===== config.mk =====
export PLATFORM = sky130hd
export DESIGN_NAME = stp_deser_flat
export DESIGN_NICKNAME = d
export VERILOG_FILES = /design/src/rtl/stp_pkg.sv /design/src/rtl/stp_deser_if.sv /design/src/rtl/stp_hold_buf.sv /design/src/rtl/stp_deser.sv /design/src/flat_wrapper.sv
export SDC_FILE = /design/constraint.sdc
export NUM_CORES = 1
export LEC_CHECK = 0
export CAP_MARGIN = 30
export CORE_UTILIZATION = 24
export CTS_CLUSTER_DIAMETER = 100
export CTS_CLUSTER_SIZE = 10
export DETAILED_ROUTE_END_ITERATION = 10
export HOLD_SLACK_MARGIN = 0.1
export PLACE_DENSITY_LB_ADDON = 0.15
export SETUP_SLACK_MARGIN = 0.02
export SLEW_MARGIN = 15
export SYNTH_ARGS = -nofsm -noshare
export SYNTH_HDL_FRONTEND = slang
export SYNTH_SLANG_ARGS = --single-unit

===== constraint.sdc =====
create_clock -name clk -period 4.86 [get_ports clk]
set_input_delay 1.458 -clock clk [delete_from_list [all_inputs] [get_ports clk]]
set_output_delay 1.458 -clock clk [all_outputs]
set_load 0.01 [all_outputs]

===== src/rtl/stp_pkg.sv =====
// Shared types, constants and helpers for the serial-to-parallel deserialiser.
package stp_pkg;

  typedef enum logic {
    IDLE  = 1'b0,
    SHIFT = 1'b1
  } stp_state_e;

  localparam bit STP_MSB_FIRST = 1'b1;
  localparam bit STP_LSB_FIRST = 1'b0;

  function automatic int unsigned stp_cnt_w(input int unsigned data_w);
    return $clog2(data_w);
  endfunction

endpackage


===== src/rtl/stp_deser_if.sv =====
// Control, serial input and word-output handshake bundle of stp_deser.
interface stp_deser_if #(
  parameter int unsigned DATA_W = 32
);
  logic              start;
  logic              cont;
  logic              abort;
  logic              in_bit;
  logic              in_valid;
  logic [DATA_W-1:0] data_o;
  logic              data_valid;
  logic              data_ready;
  logic              busy;
  logic              overrun;
  logic              clr_ovr;

  modport master (
    output start, cont, abort, in_bit, in_valid, data_ready, clr_ovr,
    input  data_o, data_valid, busy, overrun
  );

  modport slave (
    input  start, cont, abort, in_bit, in_valid, data_ready, clr_ovr,
    output data_o, data_valid, busy, overrun
  );
endinterface


===== src/rtl/stp_hold_buf.sv =====
// Output holding register with valid/ready handshake; frees in the same cycle it is consumed.
module stp_hold_buf #(
  parameter int unsigned DATA_W = 32
) (
  input  logic              clk,
  input  logic              rst_n,
  input  logic              load_req,
  input  logic [DATA_W-1:0] data_in,
  input  logic              data_ready,
  output logic [DATA_W-1:0] data_o,
  output logic              data_valid,
  output logic              free_c
);

  logic load_c;

  assign free_c = !data_valid || data_ready;
  assign load_c = load_req && free_c;

  always_ff @(posedge clk or negedge rst_n) begin
    if (!rst_n) begin
      data_o     <= '0;
      data_valid <= 1'b0;
    end else begin
      if (load_c) begin
        data_o     <= data_in;
        data_valid <= 1'b1;
      end else if (data_valid && data_ready) begin
        data_valid <= 1'b0;
      end
    end
  end

endmodule


===== src/rtl/stp_deser.sv =====
// Serial-to-parallel deserialiser: FSM, bit counter, shifter and sticky overrun flag.
module stp_deser
  import stp_pkg::*;
#(
  parameter int unsigned DATA_W    = 32,
  parameter bit          MSB_FIRST = STP_MSB_FIRST
) (
  input logic        clk,
  input logic        rst_n,
  stp_deser_if.slave bus
);

  localparam int unsigned CNT_W = stp_cnt_w(DATA_W);

  stp_state_e        state_q, state_d;
  logic [CNT_W-1:0]  cnt_q;
  logic [DATA_W-1:0] sreg_q;
  logic [DATA_W-1:0] sreg_nxt_c;
  logic              accept_c;
  logic              complete_c;
  logic              busy_c;
  logic              free_c;
  logic              overrun_q;

  // Shifter input path: the completing word includes the bit arriving this cycle.
  if (MSB_FIRST) begin : g_msb
    assign sreg_nxt_c = {sreg_q[DATA_W-2:0], bus.in_bit};
  end else begin : g_lsb
    assign sreg_nxt_c = {bus.in_bit, sreg_q[DATA_W-1:1]};
  end

  always_ff @(posedge clk or negedge rst_n) begin
    if (!rst_n) state_q <= IDLE;
    else        state_q <= state_d;
  end

  always_comb begin
    state_d = state_q;
    unique case (state_q)
      IDLE:    if (bus.start) state_d = SHIFT;
      SHIFT: begin
        if (bus.abort)                    state_d = IDLE;
        else if (complete_c && !bus.cont) state_d = IDLE;
      end
      default: state_d = IDLE;
    endcase
  end

  // Abort masks bit acceptance, so it also wins over a completing bit.
  always_comb begin
    accept_c   = 1'b0;
    complete_c = 1'b0;
    busy_c     = 1'b0;
    if (state_q == SHIFT) begin
      busy_c     = 1'b1;
      accept_c   = bus.in_valid && !bus.abort;
      complete_c = accept_c && (cnt_q == CNT_W'(DATA_W - 1));
    end
  end

  always_ff @(posedge clk or negedge rst_n) begin
    if (!rst_n) begin
      cnt_q     <= '0;
      sreg_q    <= '0;
      overrun_q <= 1'b0;
    end else begin
      if (state_q == SHIFT && bus.abort) cnt_q <= '0;
      else if (accept_c)                 cnt_q <= complete_c ? '0 : cnt_q + CNT_W'(1);

      if (accept_c) sreg_q <= sreg_nxt_c;

      if (complete_c && !free_c) overrun_q <= 1'b1;
      else if (bus.clr_ovr)      overrun_q <= 1'b0;
    end
  end

  stp_hold_buf #(.DATA_W(DATA_W)) u_hold (
    .clk       (clk),
    .rst_n     (rst_n),
    .load_req  (complete_c),
    .data_in   (sreg_nxt_c),
    .data_ready(bus.data_ready),
    .data_o    (bus.data_o),
    .data_valid(bus.data_valid),
    .free_c    (free_c)
  );

  assign bus.busy    = busy_c;
  assign bus.overrun = overrun_q;

endmodule


===== src/flat_wrapper.sv =====
// flat-port wrapper written by rule: the top's interface ports become plain ports
module stp_deser_flat import stp_pkg::*;
#(
  parameter int unsigned DATA_W    = 32,
  parameter bit          MSB_FIRST = STP_MSB_FIRST
)
  (clk, rst_n, bus_start, bus_cont, bus_abort, bus_in_bit, bus_in_valid, bus_data_ready, bus_clr_ovr, bus_data_o, bus_data_valid, bus_busy, bus_overrun);
  stp_deser_if #(.DATA_W(DATA_W)) bus_i ();
  input logic clk;
  input logic rst_n;
  input wire logic [$bits(bus_i.start)-1:0] bus_start;
  input wire logic [$bits(bus_i.cont)-1:0] bus_cont;
  input wire logic [$bits(bus_i.abort)-1:0] bus_abort;
  input wire logic [$bits(bus_i.in_bit)-1:0] bus_in_bit;
  input wire logic [$bits(bus_i.in_valid)-1:0] bus_in_valid;
  input wire logic [$bits(bus_i.data_ready)-1:0] bus_data_ready;
  input wire logic [$bits(bus_i.clr_ovr)-1:0] bus_clr_ovr;
  output wire logic [$bits(bus_i.data_o)-1:0] bus_data_o;
  output wire logic [$bits(bus_i.data_valid)-1:0] bus_data_valid;
  output wire logic [$bits(bus_i.busy)-1:0] bus_busy;
  output wire logic [$bits(bus_i.overrun)-1:0] bus_overrun;
  assign bus_i.start = bus_start;
  assign bus_i.cont = bus_cont;
  assign bus_i.abort = bus_abort;
  assign bus_i.in_bit = bus_in_bit;
  assign bus_i.in_valid = bus_in_valid;
  assign bus_i.data_ready = bus_data_ready;
  assign bus_i.clr_ovr = bus_clr_ovr;
  assign bus_data_o = bus_i.data_o;
  assign bus_data_valid = bus_i.data_valid;
  assign bus_busy = bus_i.busy;
  assign bus_overrun = bus_i.overrun;
  stp_deser #(.DATA_W(DATA_W), .MSB_FIRST(MSB_FIRST)) u_core (.clk(clk), .rst_n(rst_n), .bus(bus_i));
endmodule

# ---- After elaboration in Yosys (flattened, before gate mapping)
# Cells that the tools add are included.
dict set report op_classes {
  addsub 1
  eq_ne 1
  n_mux 14
  bitwise_logic 1
  reduce_logical 15
}
# cell count
set ops {}
lappend ops {{$mux 5} 3}
lappend ops {{$mux 1} 10}
lappend ops {{$logic_and 1x1->1} 7}
lappend ops {{$reduce_bool 2->1} 3}
lappend ops {{$add 5x1->5 const B} 1}
lappend ops {{$eq 5x5->1 const B} 1}
lappend ops {{$logic_not 1->1} 4}
lappend ops {{$pmux 1 s2} 1}
lappend ops {{$logic_or 1x1->1} 1}
lappend ops {{$not 1->1} 1}
dict set report word_totals {
  reg_bits 71
  input_bits 9
  output_inout_bits 35
  word_cells 38
}

# ---- Logic depth before layout (Yosys ltp)
# Gate-level depths: netlist of the first run.
dict set report depth {
  depth_word 8
  depth_mapped 6
  depth_no_buf 6
}

# ---- Modules after synthesis
# From an unflattened synthesis of the first run, not the netlist that was laid out.
dict set report hier_totals {
  hier_cells 180
  hier_area_um2 3111.7
}
# mod instances cells_each area_each_um2 seq_area_each_um2
set by_module_without_submodules {}
lappend by_module_without_submodules {stp_deser 1 109 1720.4 950.9}
lappend by_module_without_submodules {stp_hold_buf 1 71 1391.3 825.8}

# ---- Worst setup path after synthesis of the first run
# Ideal clock, no wire load.
dict set report synth_path {
  path_type {input port to flip-flop}
  startpoint {in bus_abort}
  endpoint {reg u_core.u_hold.data_o[0]}
  setup_time_ns 0.125
  arrival_time_ns 2.500
  required_time_ns 4.735
  path_slack_ns 2.235
  path_stages 6
  path_buffers 3
  path_cell_list {buf_2 -> and3b_1 -> buf_4 -> nand3_4 -> buf_6 -> mux2_4}
}
dict set report synth_between {
  elab_chain_len 5
}
# item line
set synth_rtl {}
lappend synth_rtl {{from (decl)} flat_wrapper.sv:13} ;# input wire logic [$bits(bus_i.abort)-1:0] bus_abort;
lappend synth_rtl {{$logic_not 1->1} stp_deser.sv:56} ;# accept_c = bus.in_valid && !bus.abort;
lappend synth_rtl {{$logic_and 1x1->1} stp_deser.sv:56}
lappend synth_rtl {{$logic_and 1x1->1} stp_deser.sv:57} ;# complete_c = accept_c && (cnt_q == CNT_W'(DATA_W - 1));
lappend synth_rtl {{$mux 1} stp_deser.sv:54} ;# if (state_q == SHIFT) begin
lappend synth_rtl {{$logic_and 1x1->1} stp_hold_buf.sv:18} ;# assign load_c = load_req && free_c;
lappend synth_rtl {{to (signal assigned)} stp_hold_buf.sv:26} ;# data_o <= data_in;
lappend synth_rtl {{to (decl)} stp_hold_buf.sv:10} ;# output logic [DATA_W-1:0] data_o,
# Every way passes these cells.
# A chain may end at the register's enable or synchronous reset.

# ---- Worst setup path in the final report of the first run
dict set report layout_path {
  startpoint {in bus_in_valid}
  endpoint {reg u_core.u_hold.data_o[12]}
}
dict set report layout_between {
  elab_chain_len 4
}
# item line
set layout_rtl {}
lappend layout_rtl {{from (decl)} flat_wrapper.sv:15} ;# input wire logic [$bits(bus_i.in_valid)-1:0] bus_in_valid;
lappend layout_rtl {{$logic_and 1x1->1} stp_deser.sv:56}
lappend layout_rtl {{$logic_and 1x1->1} stp_deser.sv:57}
lappend layout_rtl {{$mux 1} stp_deser.sv:54}
lappend layout_rtl {{$logic_and 1x1->1} stp_hold_buf.sv:18}
# Every way passes these cells.

==> impl_results.md, run 1 <==
- Starting Density: 0.2509
- CP max FO: 32
- Slew Limit Fails: 0
- Slowest-stage cell, CP: clkdlybuf4s50_1
- Clock transition at the registers of the reported paths: 0.06 ns
- Gpl congestion: around 0.7
- Setup violators final: 0
- Mapped Cells: between 150 and 200
- Netlist cell types: 25
- Detailed Place HPWL: ~3.1 mm
- Row cnt: 39
- Ys async rst share: 1.000
- Global route overflow: 0
- Number of global-route vias before repair: 1,734
- Fraction of layout cells with a size suffix above 1: 0.3664
- Fin. Hold Viols: 0
- Top achievable clock speed: around 310 MHz
- Hold slack: approximately 0.5 ns
- CTS tree: yes
- Worst setup EP type: register
- Core Box Area: 11,610 sq um
- Total Routing Usage GR: 0.09730
- Post-synth top area share: 0.6097
- Worst EP required: just over 5 ns
- Largest net degree at the start of global routing: ~70
- Top_reg_cell synth: dfrtp_1
- Die X: about 110 microns
- Unrepaired setup endpoints after global routing: false
- Syn Nets: 192
- YS warnings: 0
- Pleak: approximately 0.0018 uW
- Hold WC Path Type: register to register
- Drt pass-1 iters: 7
- Num CTS Buffers: 9
- Sum Neg Setup Slack: 0 ns
- Critical path startpoint category: input port
- Total power per unit cell area: ~380 nW/um^2
- Via count: approximately 1,600
- IO Pins: between 40 and 50
- Worst Setup SP: bus_in_valid
- Main area contributors after synthesis: dfrtp_1 (61%), mux2_4 (15%), mux2_2 (13%)
- Avg Inst Size Synth: between 15 and 20 sq um
- Die area: between 10,000 and 15,000 sq um
- Max cap viols: 0
- Non-Filler Instances: approximately 380
- Vias per inst: about 4.2
- Hold Crit Start: u_core.u_hold.data_o[2]
- Headroom to the max-slew limit: 0.5487
- Status: finished with violations
- Routed wire length per instance: 14.33 microns
- Most area-hungry cell type in the Yosys netlist: dfrtp_1
- Post-route ant nets: 0
- Worst Skew: approximately 0.0042 ns
- Failing checks: design-rule violations
- Post-synth EDFFs: 0
- Latest clock arrival within the worst-skew pair: between 0.3 and 0.4 ns
- CTS Sinks: slightly above 70
- Fin crit share: 0.6588
- ANT cells: 0
- WL final: roughly 5.4 mm
- Synthesis-to-layout area growth: 30.49%
- Worst slew pin tran: 0.6770 ns
- Register area share after synthesis: 0.6097
- Initial antenna violation count: 0
- Peak supply drop: 174.6 uV
- Post-CTS setup repair buffer count: 0
- Reg-to-Reg Start: u_core.cnt_q[0]
- Die span in y: ~110 microns
- Critical path, cell by cell: clkdlybuf4s50_1 > and3b_2 > nand3_4 > mux2_4
- Port Buffers: 43
- DRC viols: 1
- Fill cells: 1,154
- Critical path's largest stage delay: between 0.6 and 0.7 ns
- H-tree levels: 3
- Post-CTS Hold Fix Bufs: 0
- Worst Path Arrival: around 3.4 ns
- Placed Instances: 359
- Root buffer cell: clkbuf_16
- Mapped Area: 2914 sq um
- Final net count: around 240
- Crit path time final: ~3.2 ns
- Critical setup path kind: input port to register
- Number of synthesized register bits: 71
- Drt first-iter violations: 37
- First-pass GRT wire length: between 9 and 10 mm
- Resized cells post-CTS: 0
- Max clock buf depth: 2
-- through the flow --
stage	power, uW	instance area (sq um)	utilization	setup slack [ns]
after floorplan	737.0	2914	-	2.235
after global placement	775.7	3463	0.2982	1.313
final	1462	3802	0.3274	1.658
after CTS	1489	3775	0.3250	1.627
after detailed placement	778.4	3463	0.2982	1.283
after global routing	1534	3802	0.3274	1.508
-- report_power, final --
group          switching, uW  internal [uW]  leakage, uW  total, uW
combinational           39.2           53.8     0.000723       93.0
clock                    250            445     0.000151        695
sequential              38.2            636     0.000972        675
total                    327           1140      0.00185       1460
-- state kept, by name, summed over array words and instances, names as in the netlist --
signal	flops
u_core.u_hold.data_o	32
u_core.sreg_q	31
u_core.state_q	1
u_core.bus.overrun	1
u_core.u_hold.data_valid	1
u_core.cnt_q	5
-- cell type report --
cell class / instances / area (sq um) / share of cell area
clock inverter: 6 / 86.33 / 0.02270
sequential: 71 / 1777 / 0.4673
tap: 143 / 178.9 / 0.04706
multi-input combinational: 98 / 1061 / 0.2790
timing repair buffer: 45 / 462.9 / 0.1218
inverter: 3 / 11.26 / 0.002961
clock buffer: 9 / 225.2 / 0.05923
-- placed cells by master (no fill, tap or decap), types with 2 or more instances in the layout --
cell / n
dfrtp_1: 71
clkdlybuf4s50_1: 42
mux2_2: 34
mux2_4: 30
clkbuf_16: 9
nand2_1: 4
nand3_1: 4
nor2b_1: 4
inv_1: 3
a31oi_1: 3
nor2_1: 3
o21ai_0: 2
o2bb2ai_1: 2
ha_1: 2
bufinv_16: 2
clkinv_2: 2
buf_4: 2
-- critical path: cells and delay by family --
family                 cells  cell delay [ns]
and+or+nand+nor            2             0.78
muxes                      1             0.50
buffers and inverters      1             0.65
-- cell usage after synthesis, types with 2 or more instances --
library cell / number
nand2_1: 4
inv_1: 3
buf_6: 3
nor2_1: 3
nand3_1: 4
mux2_2: 34
o21ai_0: 2
a31oi_1: 3
buf_2: 5
mux2_4: 30
dfrtp_1: 71
o2bb2ai_1: 2
ha_1: 2
nor2b_1: 4
-- final timing paths --
path	endpoint	slack, ns	depth (start not counted)
min in group asynchronous	u_core.u_hold.data_o[18]	0.97	1
max reg2reg	u_core.u_hold.data_o[12]	2.50	5
max	u_core.u_hold.data_o[12]	1.66	4
min reg2reg	u_core.u_hold.data_o[2]	0.50	1
max in group asynchronous	u_core.cnt_q[4]	3.35	2
min	u_core.u_hold.data_o[2]	0.50	1
-- cell families after synthesis --
logic type / share of synthesized area
AO/OA/AOI/OAI: 0.02276
flip-flops: 0.6097
buffers and inverters: 0.02662
adder cells (fa/ha/maj): 0.008586
AND/OR/NAND/NOR: 0.04638
multiplexers: 0.2860
-- metal layers --
layer | wire length [microns] | vias up | GRT usage
li1 | - | 738 | -
met1 | 2648 | 789 | 0.1284
met2 | 2328 | 44 | 0.1412
met3 | 288 | 9 | 0.03294
met4 | 109 | 0 | 0.05067
met5 | 0 | - | 0
Note: power is estimated with default switching activity, not from simulation.
==> run 2: changes to the inputs <==
==> constraint.sdc (replaced) <==
create_clock -name clk -period 3.4 [get_ports clk]
set_input_delay 1.02 -clock clk [delete_from_list [all_inputs] [get_ports clk]]
set_output_delay 1.02 -clock clk [all_outputs]
set_load 0.01 [all_outputs]
==> run 2 against run 1 <==
Net effect: the run still ends with design-rule violations left; clock-buffer cell count is 1 higher; setup slack worse by 0.81 ns; final area increased by 0.30%; largest power group is now sequential cells; sequential share of layout area fell by 0.14 points; utilization grew 0.097 points; critical path type unchanged; total power rose by 37%; cell count rose by 0.80%; highest routed layer unchanged; clock power rose by 31%.
==> impl_results.md, run 2 (synthesis gave the netlist of run 1 again) <==
- Non-Filler Instances: 378 (was 375)
- CP delay by family, top: buffers and inverters (was simple AND/OR/NAND/NOR gates)
- Row cnt: 39 (unchanged)
- Internal power: 1552 uW (was 1135 uW)
- Gpl congestion: 0.6553 (was 0.6999)
- Synthesis-to-layout area growth: 30.87% (was 30.49%)
- Worst setup EP type: register (unchanged)
- Fin util: 0.3284 (was 0.3274)
- Dpl cell area: 3498 sq um (was 3463 sq um)
- Status: finished with violations (unchanged)
- Largest registers: u_core.u_hold.data_o (32), u_core.sreg_q (31), u_core.cnt_q (5) (unchanged)
- Sequential share of power: 0.481 (was 0.461)
- Die span in y: 112.2 microns (unchanged)
- Critical path startpoint category: input port (unchanged)
- WL final: 5.171 mm (was 5.374 mm)
- Net Switching: 452.6 uW (was 326.9 uW)
- IO Pins: 44 (unchanged)
- Vias per inst: 4.114 (was 4.213)
- Critical setup path kind: input port to register (unchanged)
- Most frequent cells in the layout: dfrtp_1 (71), clkdlybuf4s50_1 (42), mux2_2 (34), mux2_4 (30), clkbuf_16 (9) (unchanged)
- Critical path's largest stage delay: 0.64 ns (was 0.65 ns)
- Worst Path Arrival: 2.76 ns (was 3.41 ns)
- Routed wire length per instance: 13.68 microns (was 14.33 microns)
- Detailed Place HPWL: 3.238 mm (was 3.147 mm)
- Post-CTS setup repair buffer count: 0 (unchanged)
- Commonest non-fill, non-tap cell in the layout: dfrtp_1 (unchanged)
- Total Routing Usage GR: 0.09409 (was 0.09730)
- Peak supply drop: 231.3 uV (was 174.6 uV)
- Placed Instances: 362 (was 359)
- Slowest-stage cell, CP: clkdlybuf4s50_1 (unchanged)
- Max reg flops: 32 (unchanged)
- Fin crit share: 0.7514
- Fraction of layout cells with a size suffix above 1: 0.3702 (was 0.3664)
- Critical path, cell by cell: clkdlybuf4s50_1 > and3b_2 > nand3_4 > buf_4 > mux2_4 (was clkdlybuf4s50_1 > and3b_2 > nand3_4 > mux2_4)
- Port Buffers: 43 (unchanged)
- Via count: 1,555 (was 1,580)
- Largest net degree at the start of global routing: 72 (unchanged)
- Max clock buf depth: 2 (unchanged)
- Worst slew pin tran: 0.4401 ns (was 0.6770 ns)
- DRC viols: 1 (unchanged)
- Slew Limit Fails: 0 (unchanged)
- Latest clock arrival within the worst-skew pair: 0.32 ns (about the same)
- H-tree levels: 3 (unchanged)
- Resized cells post-CTS: 0 (unchanged)
- ANT cells: 0 (unchanged)
- Starting Density: 0.2509 (unchanged)
- Failing checks: design-rule violations (unchanged)
- Num CTS Buffers: 9 (unchanged)
- Top achievable clock speed: ~390 MHz
- Hold WC Path Type: register to register (unchanged)
- Fin. Hold Viols: 0 (unchanged)
- CTS Sinks: 71 (unchanged)
- First-pass GRT wire length: 9.121 mm (was 9.225 mm)
- Largest register by flop count: u_core.u_hold.data_o (unchanged)
- Number of global-route vias before repair: 1,722 (was 1,734)
- Drt first-iter violations: 33 (was 37)
- CTS tree: yes (unchanged)
- Die X: 112.2 microns (unchanged)
- Tot Pwr: 2005 uW (was 1462 uW)
- Max cap viols: 0 (unchanged)
- Global route overflow: 0 (unchanged)
- Total power per unit cell area: 525.6 nW/um^2 (was 384.6 nW/um^2)
- Post-route cell area: 3814 sq um (was 3802 sq um)
- Crit path time final: 2.555 ns
- Switching share of total power: 0.2258 (was 0.2236)
- Setup violators final: 0 (unchanged)
- Unrepaired setup endpoints after global routing: false (unchanged)
- Final net count: 242 (was 239)
- Initial antenna violation count: 0 (unchanged)
- Clock transition at the registers of the reported paths: 0.05 ns (was 0.06 ns)
- Root buffer cell: clkbuf_16 (unchanged)
- CP max FO: 13 (was 32)
- Clock share of power: 0.453 (was 0.475)
- Gate power share: 0.066 (was 0.064)
- Worst EP required: 3.60 ns (was 5.07 ns)
- Worst Skew: 0.005847 ns (was 0.004182 ns)
- Die area: 12,590 sq um (unchanged)
- Post-CTS Hold Fix Bufs: 0 (unchanged)
- Pleak: 0.001849 uW (was 0.001846 uW)
- Post-route ant nets: 0 (unchanged)
- Headroom to the max-slew limit: 0.7066 (was 0.5487)
- Sum Neg Setup Slack: 0 ns (unchanged)
- CP Buf/Inv Count: 2 (was 1)
- Core Box Area: 11,610 sq um (unchanged)
- Drt pass-1 iters: 7 (unchanged)
==> run 2: changes by cell type in the layout (fill, tap and decap cells not counted), sizes merged <==
cell / delta
clkinv: -2
bufinv: -1
buf: +3
clkinvlp: +1
clkbuf: +1
inv: +1
==> run 2: area by class of cell <==
type,instances,area (sq um)
Multi-Input combinational cell,98,1061
Tap cell,143,178.9
Clock buffer,10,229.0
Inverter,3,11.26
Clock inverter,5,58.81
Timing Repair Buffer,48,498.0
Sequential cell,71,1777
Fill cell,1157,7800
==> run 2: final timing paths <==
kind / from / to / slack (ns) / cells past startpoint
max: bus_in_valid / u_core.u_hold.data_o[13] / 0.85 / 5
min: u_core.sreg_q[30] / u_core.u_hold.data_o[31] / 0.51 / 1
max reg2reg: u_core.cnt_q[0] / u_core.u_hold.data_o[13] / 1.25 / 6
min reg2reg: u_core.sreg_q[30] / u_core.u_hold.data_o[31] / 0.51 / 1
max in group asynchronous: rst_n / u_core.bus.overrun / 2.33 / 2
min in group asynchronous: rst_n / u_core.u_hold.data_o[18] / 0.53 / 1
==> run 2: power by group through the flow <==
stage                     clock (uW)  combinational [uW]  sequential (uW)
after floorplan                    0                92.5              961
after global placement             0                 131              981
after detailed placement           0                 133              978
after CTS                        949                 132              964
after global routing             986                 150              975
final                            908                 133              964
==> run 2: per-stage QoR <==
step | hold WS (ns) | worst slack [ns]
after floorplan | 0.4719 | 1.213
after global placement | 0.4916 | 0.5240
after detailed placement | 0.4959 | 0.5023
after CTS | 0.5051 | 0.8471
after global routing | 0.5247 | 0.7447
final | 0.5073 | 0.8454
==> run 2: metal layers <==
layer	part of all wire	track usage
met1	0.48	0.1241
met2	0.46	0.1408
met3	0.040	0.03024
met4	0.015	0.04267
met5	0	0
==> run 3: changes to the inputs <==
==> constraint.sdc (replaced) <==
create_clock -name clk -period 2.36 [get_ports clk]
set_input_delay 0.708 -clock clk [delete_from_list [all_inputs] [get_ports clk]]
set_output_delay 0.708 -clock clk [all_outputs]
set_load 0.01 [all_outputs]
==> run 3 against run 2 <==
Net effect: first-iteration DRC count increased by 82%; hold slack got worse by 0.14 ns; sequential power increased by 44%; setup slack got worse by 0.55 ns; non-clock buffer count up 4; sequential share of layout area shrank 1.5 points; combinational power is 48% higher; the run still ends with design-rule violations left.
==> impl_results.md, run 3 (synthesis gave the netlist of run 1 again) <==
- Fraction of layout cells with a size suffix above 1: 0.3875 (was 0.3702)
- Fin crit share: 0.8766
- Gpl congestion: 0.6368 (was 0.6553)
- Latest clock arrival within the worst-skew pair: 0.32 ns (about the same)
- Die area: 12,590 sq um (unchanged)
- Critical setup path kind: register to primary output (was input port to register)
- Synthesis-to-layout area growth: 35.25% (was 30.87%)
- Setup violators final: 0 (unchanged)
- Commonest non-fill, non-tap cell in the layout: dfrtp_1 (unchanged)
- FF-to-FF path depth: 5 (was 6)
- Crit path time final: a little over 2 ns
- Detailed Place HPWL: 3.520 mm (was 3.238 mm)
- Max clock buf depth: 2 (unchanged)
- CTS Sinks: 71 (unchanged)
- Critical path, cell by cell: clkdlybuf4s50_1 (was clkdlybuf4s50_1 > and3b_2 > nand3_4 > buf_4 > mux2_4)
- CTS tree: yes (unchanged)
- Total Routing Usage GR: 0.09471 (was 0.09409)
- Headroom to the max-slew limit: 0.6399 (was 0.7066)
- Slowest-stage cell, CP: clkdlybuf4s50_1 (unchanged)
- Vias per inst: 4.141 (was 4.114)
- Worst Skew: 0.004209 ns (was 0.005847 ns)
- Critical path startpoint category: register (was input port)
- Final net count: 246 (was 242)
- Largest register by flop count: u_core.u_hold.data_o (unchanged)
- Sequential share of power: 0.423 (was 0.481)
- Reg-to-Reg Start: u_core.cnt_q[0] (unchanged)
- Hold WC Path Type: input port to asynchronous set/reset pin (was register to register)
- RR Endpoint: u_core.cnt_q[3] (was u_core.u_hold.data_o[13])
- Gate power share: 0.060 (was 0.066)
- Worst setup margin: 0.2912 ns (was 0.8454 ns)
- Number of global-route vias before repair: 1,730 (was 1,722)
- Drt pass-1 iters: 7 (unchanged)
- Row cnt: 39 (unchanged)
- Peak supply drop: 372.6 uV (was 231.3 uV)
- Fill cells: 1,147 (was 1,157)
- Dpl ws: 0.1373 ns (was 0.5023 ns)
- Post-CTS setup repair buffer count: 0 (unchanged)
- Sum Neg Setup Slack: 0 ns (unchanged)
- Via count: 1,586 (was 1,555)
- Max cap viols: 0 (unchanged)
- IO Pins: 44 (unchanged)
- Status: finished with violations (unchanged)
- Switching share of total power: 0.1991 (was 0.2258)
- Total power per unit cell area: 830.6 nW/um^2 (was 525.6 nW/um^2)
- Worst slew pin tran: 0.5401 ns (was 0.4401 ns)
- Port Buffers: 43 (unchanged)
- Largest net degree at the start of global routing: 43 (was 72)
- Worst Path Arrival: 1.36 ns (was 2.76 ns)
- Die span in y: 112.2 microns (unchanged)
- Starting Density: 0.2509 (unchanged)
- First-pass GRT wire length: 9.128 mm (was 9.121 mm)
- Post-route ant nets: 0 (unchanged)
- Failing checks: design-rule violations (unchanged)
- Initial antenna violation count: 0 (unchanged)
- Internal power: 2622 uW (was 1552 uW)
- CP delay by family, top: buffers and inverters (unchanged)
- Worst EP required: 1.65 ns (was 3.60 ns)
- WL final: 5.344 mm (was 5.171 mm)
- Resized cells post-CTS: 0 (unchanged)
- Num CTS Buffers: 9 (unchanged)
- Core Box Area: 11,610 sq um (unchanged)
- Worst setup EP type: primary output (was register)
- Most frequent cells in the layout: dfrtp_1 (71), clkdlybuf4s50_1 (42), mux2_2 (34), mux2_4 (30), clkbuf_16 (9) (unchanged)
- Fin. Hold Viols: 0 (unchanged)
- Critical path's largest stage delay: 0.58 ns (was 0.64 ns)
- Die X: 112.2 microns (unchanged)
- CP max FO: 7 (was 13)
- H-tree levels: 3 (unchanged)
- DRC viols: 1 (unchanged)
- Unrepaired setup endpoints after global routing: false (unchanged)
- R2R Setup Slk: 0.36 ns (was 1.25 ns)
- Slew Limit Fails: 0 (unchanged)
- Clock transition at the registers of the reported paths: 0.06 ns (was 0.05 ns)
- Root buffer cell: clkbuf_16 (unchanged)
- Pleak: 0.001917 uW (was 0.001849 uW)
- Post-CTS Hold Fix Bufs: 0 (unchanged)
- Drt first-iter violations: 60 (was 33)
- CP Buf/Inv Count: 1 (was 2)
- Largest registers: u_core.u_hold.data_o (32), u_core.sreg_q (31), u_core.cnt_q (5) (unchanged)
- Net Switching: 651.7 uW (was 452.6 uW)
- Clock share of power: 0.516 (was 0.453)
- Routed wire length per instance: 13.95 microns (was 13.68 microns)
- Top achievable clock speed: 483.4 MHz
- Global route overflow: 0 (unchanged)
- ANT cells: 0 (unchanged)
- Max reg flops: 32 (unchanged)
==> run 3: cell types whose count changed in the layout (fill, tap and decap cells not counted) <==
cell / before / now
buf_4: 4 / 7
bufinv_16: 1 / 4
buf_12: 1 / 3
clkbuf_8: 0 / 2
buf_16: 1 / 0
clkbuf_1: 1 / 0
clkinv_2: 1 / 0
clkinvlp_4: 2 / 1
inv_6: 1 / 0
==> run 3: layout make-up <==
class | instances | area, sq um | area share
sequential | 71 | 1777 | 0.4508
multi-input combinational | 98 | 1061 | 0.2692
timing repair buffer | 52 | 533.0 | 0.1352
clock buffer | 11 | 252.7 | 0.06413
tap | 143 | 178.9 | 0.04540
clock inverter | 5 | 127.6 | 0.03238
inverter | 3 | 11.26 | 0.002857
==> run 3: power groups by stage <==
| stage | combinational [uW] | sequential (uW) | clock, uW |
|---|---|---|---|
| 3_3_place_gp | 197 | 1410 | 0 |
| 2_1_floorplan | 133 | 1380 | 0 |
| 6_report | 197 | 1390 | 1690 |
| 4_1_cts | 202 | 1390 | 1740 |
| 3_5_place_dp | 201 | 1410 | 0 |
| 5_1_grt | 226 | 1400 | 1800 |
==> run 3: metrics by stage <==
stage / cell area [sq um] / util / total power, uW / hold WS, ns / cells
finish: 3941 / 0.3394 / 3273 / 0.3690 / 383
global route: 3941 / 0.3394 / 3429 / 0.4084 / 383
CTS: 3941 / 0.3394 / 3334 / 0.3881 / 383
detailed placement: 3561 / 0.3066 / 1612 / 0.4935 / 367
global placement: 3561 / 0.3066 / 1609 / 0.4967 / 367
floorplan: 2914 / - / 1518 / 0.4124 / 181
==> run 3: layer usage <==
metal | vias up | track usage | share of wire
met2 | 40 | 0.1321 | 0.44
met1 | 786 | 0.1298 | 0.51
li1 | 756 | - | -
met3 | 4 | 0.03240 | 0.042
met4 | 0 | 0.04800 | 0.013
met5 | - | 0 | 0
==> run 3: worst max-delay path by stage <==
| stage | from | end | slack [ns] | depth (start not counted) |
|---|---|---|---|---|
| 5_1_grt | u_core.state_q | bus_busy | 0.23 | 1 |
| 3_3_place_gp | bus_abort | u_core.u_hold.data_o[2] | 0.15 | 5 |
| 3_5_place_dp | bus_abort | u_core.u_hold.data_o[2] | 0.14 | 5 |
| 4_1_cts | u_core.state_q | bus_busy | 0.27 | 1 |
| 6_report | u_core.state_q | bus_busy | 0.29 | 1 |
| 2_1_floorplan | bus_abort | u_core.u_hold.data_o[0] | 0.48 | 6 |
